==> config.mk <==
export PLATFORM = sky130hd
export DESIGN_NAME = inst_loader
export DESIGN_NICKNAME = d
export VERILOG_FILES = /design/src/rtl/inst_loader.sv
export SDC_FILE = /design/constraint.sdc
export NUM_CORES = 1
export LEC_CHECK = 0
export CAP_MARGIN = 40
export CORE_ASPECT_RATIO = 0.5
export CORE_MARGIN = 2
export CORE_UTILIZATION = 61
export CTS_CLUSTER_DIAMETER = 120
export CTS_CLUSTER_SIZE = 20
export DETAILED_ROUTE_END_ITERATION = 8
export PLACE_DENSITY = 0.86
export SLEW_MARGIN = 20
export SYNTH_ARGS = -nofsm -noshare
export SYNTH_HDL_FRONTEND = slang
export SYNTH_SLANG_ARGS = --single-unit
export TNS_END_PERCENT = 100
==> constraint.sdc <==
create_clock -name clk -period 5.95 [get_ports clk]
set_input_delay 1.4875 -clock clk [delete_from_list [all_inputs] [get_ports clk]]
set_output_delay 1.4875 -clock clk [all_outputs]
set_load 0.01 [all_outputs]
==> src/rtl/inst_loader.sv <==
// inst_loader: boot-time program loader. Parses a framed byte stream
// (sync, 16-bit word count, little-endian payload words, 8-bit checksum),
// writes the payload into instruction RAM through the debug port and keeps
// the core in reset until a frame has been fully written and verified.
module inst_loader #(
    parameter logic [31:0] BASE_ADDR = 32'h0000_0000,
    parameter int          MAX_WORDS = 4096,
    parameter int          TIMEOUT   = 1_000_000,
    parameter logic [7:0]  SYNC_BYTE = 8'hA5
) (
    input  logic        clk,
    input  logic        rst_n,
    input  logic        rx_valid,
    input  logic [7:0]  rx_data,
    output logic        cpu_rst,
    output logic [31:0] inst_a2,
    output logic [31:0] inst_wd2,
    output logic [3:0]  inst_we2,
    output logic        busy,
    output logic        done,
    output logic [1:0]  err
);

    typedef enum logic [2:0] {
        IDLE   = 3'd0,
        LEN_LO = 3'd1,
        LEN_HI = 3'd2,
        DATA   = 3'd3,
        CSUM   = 3'd4,
        DONE   = 3'd5,
        ERR    = 3'd6
    } state_t;

    // Wide enough to hold TIMEOUT-1 for any legal TIMEOUT.
    localparam int TW = $clog2(TIMEOUT) + 1;

    state_t        state;
    state_t        state_next;
    logic [1:0]    err_next;
    logic [7:0]    len_lo;
    logic [15:0]   len_words;
    logic [15:0]   word_idx;
    logic [1:0]    lane;
    logic [23:0]   word_buf;
    logic [7:0]    csum;
    logic [TW-1:0] tmo_cnt;

    logic          in_frame;
    logic          tmo_hit;
    logic [15:0]   len_full;
    logic          len_bad;
    logic          last_word;

    assign in_frame  = (state == LEN_LO) || (state == LEN_HI) ||
                       (state == DATA)   || (state == CSUM);
    // A byte in the expiry cycle keeps the frame alive.
    assign tmo_hit   = in_frame && !rx_valid && (tmo_cnt == TW'(TIMEOUT - 1));
    assign len_full  = {rx_data, len_lo};
    assign len_bad   = (len_full == 16'd0) || (32'(len_full) > 32'(MAX_WORDS));
    assign last_word = (lane == 2'd3) && (word_idx == len_words - 16'd1);

    // Next-state and error-code selection; moves only on a byte or on timeout.
    always_comb begin
        state_next = state;
        err_next   = err;
        if (tmo_hit) begin
            state_next = ERR;
            err_next   = 2'd3;
        end else if (rx_valid) begin
            case (state)
                IDLE: begin
                    if (rx_data == SYNC_BYTE) state_next = LEN_LO;
                end
                LEN_LO: state_next = LEN_HI;
                LEN_HI: begin
                    if (len_bad) begin
                        state_next = ERR;
                        err_next   = 2'd1;
                    end else begin
                        state_next = DATA;
                    end
                end
                DATA: begin
                    if (last_word) state_next = CSUM;
                end
                CSUM: begin
                    if (rx_data == csum) begin
                        state_next = DONE;
                    end else begin
                        state_next = ERR;
                        err_next   = 2'd2;
                    end
                end
                DONE, ERR: begin
                    if (rx_data == SYNC_BYTE) begin
                        state_next = LEN_LO;
                        err_next   = 2'd0;
                    end
                end
                default: state_next = IDLE;
            endcase
        end
    end

    // State, registered status decodes, word assembly and the write strobe.
    always_ff @(posedge clk) begin
        if (!rst_n) begin
            state     <= IDLE;
            err       <= 2'd0;
            busy      <= 1'b0;
            done      <= 1'b0;
            cpu_rst   <= 1'b1;
            inst_we2  <= 4'h0;
            inst_a2   <= 32'h0;
            inst_wd2  <= 32'h0;
            len_lo    <= 8'h0;
            len_words <= 16'h0;
            word_idx  <= 16'h0;
            lane      <= 2'd0;
            word_buf  <= 24'h0;
            csum      <= 8'h0;
            tmo_cnt   <= '0;
        end else begin
            state    <= state_next;
            err      <= err_next;
            busy     <= (state_next == LEN_LO) || (state_next == LEN_HI) ||
                        (state_next == DATA)   || (state_next == CSUM);
            done     <= (state_next == DONE);
            cpu_rst  <= (state_next != DONE);
            inst_we2 <= 4'h0;
            tmo_cnt  <= (!in_frame || rx_valid) ? '0 : tmo_cnt + TW'(1);

            if (rx_valid) begin
                case (state)
                    LEN_LO: len_lo <= rx_data;
                    LEN_HI: begin
                        len_words <= len_full;
                        word_idx  <= 16'h0;
                        lane      <= 2'd0;
                        csum      <= 8'h0;
                    end
                    DATA: begin
                        csum <= csum + rx_data;
                        lane <= lane + 2'd1;
                        if (lane == 2'd3) begin
                            inst_we2 <= 4'hF;
                            inst_a2  <= BASE_ADDR + {14'd0, word_idx, 2'b00};
                            inst_wd2 <= {rx_data, word_buf};
                            word_idx <= word_idx + 16'd1;
                        end else begin
                            word_buf[{lane, 3'b000} +: 8] <= rx_data;
                        end
                    end
                    default: ;
                endcase
            end
        end
    end

endmodule
# After elaboration in Yosys (flattened, before gate mapping)

Index checks and enable logic that the tools add are counted.

Multiplexer cells: 19
Magnitude comparators: 1
$mul: 0
Div/mod/pow operators: 0
Bitwise logic cells: 2
Shifts and indexed selects: 2
Equality and inequality tests: 21
Reductions and logical operators: 29
Add/subtract/negate cells: 6

Operators by type and width:

| operator                                              | count |
|---|---|
| one-hot mux 16 bit (2 select lines)                   | 1 |
| bitwise mux 24 bit                                    | 1 |
| variable shift 8 x 7 -> 24 bit (first input constant) | 1 |
| variable part select 8 x 7 -> 24 bit                  | 1 |
| adder 21 x 1 -> 21 bit (second input constant)        | 1 |
| == test 21 x 20 -> 1 bit (second input constant)      | 1 |
| adder 16 x 1 -> 16 bit (second input constant)        | 1 |
| == test 16 bit                                        | 1 |
| > comparator 16 x 13 -> 1 bit (second input constant) | 1 |
| zero test 16 bit                                      | 1 |
| two-way mux 16 bit                                    | 1 |
| one-hot mux 8 bit (2 select lines)                    | 1 |
| subtractor 16 x 1 -> 16 bit (second input constant)   | 1 |
| == test 3 bit (second input constant)                 | 5 |
| two-way mux 3 bit                                     | 5 |
| one-hot mux 3 bit (5 select lines)                    | 1 |
| == test 3 x 2 -> 1 bit (second input constant)        | 4 |
| two-way mux 2 bit                                     | 6 |
| != test 3 bit (second input constant)                 | 4 |
| AND reduction 3 bit                                   | 4 |
| adder 8 bit                                           | 1 |
| == test 8 bit                                         | 1 |
| == test 8 bit (second input constant)                 | 1 |
| logical OR 1 bit                                      | 8 |
| other kinds (18)                                      | 27 |

Bits in latches: 0
Memory bits (read-only): 0
Bits in registers: 155
Output and inout bits: 73
Input port bits: 11
Memory bits (writable): 0
Memories: 0

# Longest topological paths before layout

Gate-level depths: netlist of run 1.

Depth in word-level cells: 11
Depth in mapped cells: 11
Gate-level depth less buffers: 10

# Least setup slack after synthesis of run 1

No wires, ideal clock.

Path kind: input port to flip-flop
From: input port rx_data[7]
To: register cpu_rst
Slack: 2489 ps
Stages: 8
Arrival: 3334 ps
Path through: clkbuf_1 -> and4b_1 -> nand4_1 -> or4_1 -> a31oi_1 -> o21bai_1 -> nand2_1 -> or3_1

Cells in the longest elaborated chain, start to end: 7

Ends and longest elaborated chain:

| what                                                                     | RTL line | source |
|---|---|---|
| start: declaration                                                       | 14       | `input logic [7:0] rx_data,` |
| > comparator 16 x 13 -> 1 bit / zero test 16 bit (equally long branches) | 59       | `assign len_bad = (len_full == 16'd0) \|\| (32'(len_full) > 32'(MAX_WORDS));` |
| logical OR 1 bit                                                         | 59       |  |
| two-way mux 3 bit                                                        | 76       | `if (len_bad) begin` |
| one-hot mux 3 bit (5 select lines) *                                     | 70       | `case (state)` |
| two-way mux 3 bit *                                                      | 69       | `end else if (rx_valid) begin` |
| two-way mux 3 bit *                                                      | 66       | `if (tmo_hit) begin` |
| != test 3 bit *                                                          | 129      | `cpu_rst <= (state_next != DONE);` |
| end signal: assignment                                                   | 129      |  |
| end: declaration                                                         | 15       | `output logic cpu_rst,` |

Mark *: on every way between the ends. The rest lies on a longest branch, timed or not.
A chain may end at the register's enable or synchronous reset.

# Worst setup path after layout of run 1

From: input port rx_valid
To: register word_idx[15]

Cells in the longest elaborated chain, start to end: 1

Ends and longest elaborated chain:

| what                          | RTL line | source |
|---|---|---|
| start: declaration            | 13       | `input logic rx_valid,` |
| AND reduction 3 bit (no line) | --       |  |
| end signal: assignment        | 149      | `word_idx <= word_idx + 16'd1;` |
| end: declaration              | 42       | `logic [15:0] word_idx;` |

Every way passes these cells.

==> results of run 1 <==
## per-layer routing
| layer | routed length, um | GRT usage [%] | vias up |
|---|---|---|---|
| li1 | - | - | 2975 |
| met3 | 1200 | 5.82 | 32 |
| met2 | 7870 | 44.2 | 243 |
| met5 | 0 | 0 | - |
| met1 | 7450 | 35.6 | 2866 |
| met4 | 282 | 8.47 | 0 |
## power by group through the flow
| stage | combinational [uW] | clock [uW] | sequential (uW) |
|---|---|---|---|
| 3_3_place_gp | 98.6 | 0 | 1060 |
| 6_report | 104 | 1040 | 1030 |
| 5_1_grt | 112 | 1100 | 1030 |
| 4_1_cts | 102 | 1050 | 1030 |
| 3_5_place_dp | 101 | 0 | 1060 |
| 2_1_floorplan | 85.3 | 0 | 1050 |
## state kept, by name (all words and copies together) (netlist names)
register	count
busy	1
cpu_rst	1
csum	8
done	1
err	2
inst_a2	16
inst_wd2	32
inst_we2	1
lane	2
len_lo	8
len_words	16
state	3
tmo_cnt	21
word_buf	24
word_idx	16
## cell usage after synthesis (4+ instances only)
cell type	n
nand2_1	176
dfxtp_1	152
a21boi_0	91
nor2_1	53
clkbuf_1	50
nand3_1	45
xnor2_1	30
xor2_1	27
buf_4	21
nor2b_1	19
ha_1	15
inv_1	15
and3_1	13
o21ai_0	12
mux2i_1	10
nor4_1	9
a22oi_1	8
nand4_1	8
a21oi_1	7
and2_1	7
nor3_1	7
or3_1	7
nand3b_1	5
or4_1	5
a21o_1	4
a31oi_1	4
nor3b_1	4
## kinds of logic (layout without fill, tap and decap cells)
kind of cell | Yosys count | after routing
other | 1 | 16
AND/OR/NAND/NOR | 378 | 378
AO/OA/AOI/OAI | 156 | 156
XOR/XNOR | 57 | 57
buffers and inverters | 91 | 123
flip-flops | 152 | 152
multiplexers | 10 | 10
adder cells (fa/ha/maj) | 16 | 16
## cell type report
class,count,area (um^2),share of cell area (%)
Tap cell,165,206,2.44
Inverter,15,56.3,0.666
Timing Repair Buffer,76,727,8.60
Clock inverter,10,121,1.44
Sequential cell,152,3040,36.0
Clock buffer,22,444,5.26
Multi-Input combinational cell,633,3850,45.6
## worst max-delay path, stage by stage
cell             delay [ns]
clkdlybuf4s50_1        0.68
nand3b_1               0.43
nand2b_1               0.64
nand2_1                0.29
and4_1                 0.28
nor2b_1                0.35
nand3_1                0.16
xor2_1                 0.16
nor2_1                 0.05
## worst paths after layout
kind | from | to
setup / recovery | rx_valid | word_idx[15]
hold / removal | inst_a2[13] | inst_a2[13]
setup reg to reg | len_words[0] | busy
hold reg to reg | inst_a2[13] | inst_a2[13]
## metrics by stage
| step | instances | cell area [um^2] | hold slack [ns] |
|---|---|---|---|
| floorplan | 876 | 7320 | 0.426 |
| global placement | 1036 | 7850 | 0.442 |
| detailed placement | 1037 | 7860 | 0.457 |
| CTS | 1069 | 8420 | 0.466 |
| global route | 1073 | 8450 | 0.480 |
| finish | 1073 | 8450 | 0.460 |
==> metrics, run 1 <==
Hold Path Depth=2; DR vias=6116; Net Sw Frac=22.6%; Reg power frac=47.4%; PostCTS Resize Cnt=0; gpl congestion=0.889; Layout Utilization=72.2%; Int Pwr=1690 uW; vias in the first global route=5578; detailed-route wire length=16800 um; clock skew=0.00899 ns; H-tree levels=4; grt ovf=0; Clock Path Buffers=2; RSZ-0062 raised after global routing=false; post-synthesis instance total=861; Tmin final=4.25 ns; Comb pwr share=4.8%; Die ar.=12800 um^2; dominant register cell in the synthesized netlist=dfxtp_1; Sw Pwr=492 uW; Critical Path Sink Type=register; number of I/O pins=84; Startpoint Class=input pin; Critical Path RT=6.23 ns; Leakage=0.00295 uW; CP Max Fanout=20; top cells by area, synth=dfxtp_1 (42%), a21boi_0 (9.4%), nand2_1 (9.1%); cts bufs inserted=17; drt initial violations=481; GRT Total Usage=26.8%; post-synthesis adder-cell area fraction=2.86%; R2R Setup Slk=2.55 ns; drt pass-1 iters=7; WL per Instance=15.7 um; main combinational cell family by area after synthesis=simple AND/OR/NAND/NOR gates; Initial Utilization=62.1%; Worst Hold Class=reg2reg; commonest non-fill, non-tap cell in the layout=nand2_1; nets=922; fin crit share=71.5%; first-pass GRT wire length=27300 um; Core Region=11700 um^2; share of cells above drive strength 1=5.62%; commonest non-fill, non-tap cells in the layout=nand2_1 (176), dfxtp_1 (152), a21boi_0 (91), clkdlybuf4s50_1 (66), nor2_1 (53); Area growth, synth to finish=16.4%; Via-to-Cell Ratio=5.70; total power=2180 uW; ANT nets after route=0; Ant. Diodes=0; Die Y=81.2 um; number of distinct library cells after synthesis=64; final setup vio count=0; Slew Limit Fails=0; status=finished clean; mux contribution to synthesized area=1.38%; setup TNS=0 ns; CTS Hold Bufs=0; Synth Area in Compound Gates=16.2%; post-detail-place hpwl=11100 um; EDFF count, synth=0; Clock Latency Late Sink=0.41 ns; PwrDens=258 nW/um^2; Syn Area/Cell=8.43 um^2; Max-Cap Viols=0; Synth Cell Area=7260 um^2; Synth Area in Simple Gates=24.8%; Post-CTS Setup Bufs=0; slew margin rel.=51.2%; clock-pin slew on the worst setup and hold paths=0.06 ns; clock network fraction of total power=47.8%; xor/xnor share of the synthesized area=6.87%; Setup WS pre-CTS=1.32 ns; Die Span X=158 um; Peak supply drop=0.000169 V; PortBufs=67; area share of the largest cell type after synthesis=41.9%; f_max=235 MHz; # rows=28; setup slack after layout=1.70 ns; CTS Root Cell=clkbuf_16; Hold Violations, Final=0; antenna violations before repair=0; Seq cells post-synth=152; sequential share of the synthesized area=41.9%; critical path class=in2reg; Sink Count=152; Synth area leader=dfxtp_1; Synth Warn #=0; CTS tree=done; Slew @ Worst Pin=0.731 ns; drc violations=0; largest net degree at the start of global routing=84; CP arrival=4.54 ns; R2R depth=10; ys async rst share=0%; FILL cells=862
Power figures use the tool's default switching activity.
==> inputs of run 2 (changes only) <==
--- a/config.mk
+++ b/config.mk
@@ -8,11 +8,11 @@
 export CAP_MARGIN = 40
 export CORE_ASPECT_RATIO = 0.5
 export CORE_MARGIN = 2
-export CORE_UTILIZATION = 61
+export CORE_UTILIZATION = 56
 export CTS_CLUSTER_DIAMETER = 120
 export CTS_CLUSTER_SIZE = 20
 export DETAILED_ROUTE_END_ITERATION = 8
-export PLACE_DENSITY = 0.86
+export PLACE_DENSITY = 0.8
 export SLEW_MARGIN = 20
 export SYNTH_ARGS = -nofsm -noshare
 export SYNTH_HDL_FRONTEND = slang
==> constraint.sdc (replaced) <==
create_clock -name clk -period 4.4 [get_ports clk]
set_input_delay 1.1 -clock clk [delete_from_list [all_inputs] [get_ports clk]]
set_output_delay 1.1 -clock clk [all_outputs]
set_load 0.01 [all_outputs]
==> run 2 against run 1 <==
Net effect:
- critical path depth rose by 1
- combinational power rose by 35%
- non-clock buffer count rose by 1
- final area rose by 0.46%
- clock power rose by 38%
- first-iteration DRC count fell by 8.9%
- register-to-register slack got worse by 1.6 ns
- power rose by 36%
- die area rose by 8.6%
- largest cell class unchanged
==> metrics, run 2 (same netlist as run 1, synthesis figures left out) <==
status=finished clean; DR vias=6044; Clock Path Buffers=2; Peak supply drop=0.000333 V; cts bufs inserted=17; Critical Path RT=4.75 ns; antenna violations before repair=0; FILL cells=1032; Hold Violations, Final=0; fin crit share=80.1%; # rows=29; CP startpoint=rx_data[5]; share of cells above drive strength 1=6.27%; Worst Hold Class=reg2reg; max FFs per register=32; setup TNS=0 ns; Core Region=12700 um^2; Via-to-Cell Ratio=5.60; Critical Path Sink Type=register; Most flops, register=inst_wd2; Tmin final=3.52 ns; grt ovf=0; Die Span X=165 um; PostCTS Resize Cnt=0; commonest non-fill, non-tap cells in the layout=nand2_1 (176), dfxtp_1 (152), a21boi_0 (91), clkdlybuf4s50_1 (66), nor2_1 (53); R2R Setup Slk=0.98 ns; Multi-input gate area=3850 um^2; dpl cells=1047; fin area=8490 um^2; WL per Instance=15.0 um; Hold Path Depth=2; clock skew=0.0149 ns; Post-CTS Setup Bufs=0; Endpoint, Worst Hold=inst_wd2[9]; fin cells=1079; largest net degree at the start of global routing=74; Int Pwr=2220 uW; HP Start=inst_wd2[9]; Comb pwr share=4.7%; drt pass-1 iters=5; RSZ-0062 raised after global routing=false; CTS tree=done; Leakage=0.00298 uW; Sw Pwr=753 uW; commonest non-fill, non-tap cell in the layout=nand2_1; PortBufs=67; number of I/O pins=84; PwrDens=350 nW/um^2; Slew Limit Fails=0; critical path class=in2reg; Sink Count=152; Die Y=84.5 um; Net Sw Frac=25.3%; Reg2Reg Launch Point=len_words[0]; slew margin rel.=41.8%; GRT Total Usage=24.6%; CP arrival=3.87 ns; nets=923; ANT nets after route=0; Layout Utilization=67.0%; CTS Root Cell=clkbuf_16; Initial Utilization=57.3%; biggest regs=inst_wd2: 32 flops, word_buf: 24 flops, tmo_cnt: 21 flops; total power=2970 uW; drt initial violations=438; detailed-route wire length=16200 um; register area=3040 um^2; Clock Latency Late Sink=0.43 ns; Area growth, synth to finish=16.9%; post-detail-place hpwl=11200 um; CTS Hold Bufs=0; Startpoint Class=input pin; final setup vio count=0; H-tree levels=4; CP Max Fanout=9; Post-DP Area=7900 um^2; gpl congestion=0.876; Die ar.=14000 um^2; f_max=284 MHz; Slew @ Worst Pin=0.871 ns; first-pass GRT wire length=27300 um; R2R depth=10; Ant. Diodes=0; reg2reg end=busy; vias in the first global route=5581; Reg power frac=47.0%; drc violations=0; clock-pin slew on the worst setup and hold paths=0.07 ns; Max-Cap Viols=0; clock network fraction of total power=48.3%
run 2: cell types whose count changed in the layout (fill, tap and decap cells not counted), sizes merged:
cell and delta:
inv +10, clkinvlp -4, clkbuf -6, buf +3, bufinv -2
run 2: worst max-delay path by stage:
stage	end	slack, ns	cells past startpoint
after detailed placement	busy	0.49	10
after global placement	csum[7]	0.62	10
after CTS	busy	0.91	10
after global routing	busy	0.65	10
final	busy	0.88	10
after floorplan	cpu_rst	1.33	8
run 2: power by group through the flow:
| stage | combinational [uW] | clock [uW] | sequential (uW) |
|---|---|---|---|
| 5_1_grt | 154 | 1510 | 1400 |
| 3_5_place_dp | 137 | 0 | 1430 |
| 3_3_place_gp | 134 | 0 | 1430 |
| 4_1_cts | 138 | 1450 | 1400 |
| 2_1_floorplan | 115 | 0 | 1420 |
| 6_report | 140 | 1430 | 1400 |
run 2: per-layer routing:
layer | global-route usage, % | vias up | share of wire, %
li1 | - | 2973 | -
met1 | 35.0 | 2861 | 49
met2 | 37.4 | 191 | 44
met3 | 5.19 | 19 | 5.7
met4 | 7.75 | 0 | 1.3
met5 | 0 | - | 0
run 2: worst max-delay path: stages:
cell             delay, ns
clkdlybuf4s50_1       0.64
ha_1                  0.46
nor4_1                0.32
nand3_1               0.16
nand3b_1              0.14
mux2i_1               0.09
a221oi_1              0.31
a21oi_2               0.09
or3_1                 0.38
a21boi_1              0.16
run 2: final cells by class:
class	count	share of cell area [%]
Multi-Input combinational cell	633	45.4
Clock buffer	18	5.17
Timing Repair Buffer	77	8.73
Tap cell	170	2.51
Sequential cell	152	35.8
Clock inverter	14	1.71
Inverter	15	0.663
run 2: stage by stage:
step | hold WS [ns] | worst slack (ns)
final | 0.462 | 0.876
after global routing | 0.482 | 0.651
after CTS | 0.466 | 0.913
after detailed placement | 0.456 | 0.495
after global placement | 0.438 | 0.619
after floorplan | 0.426 | 1.33
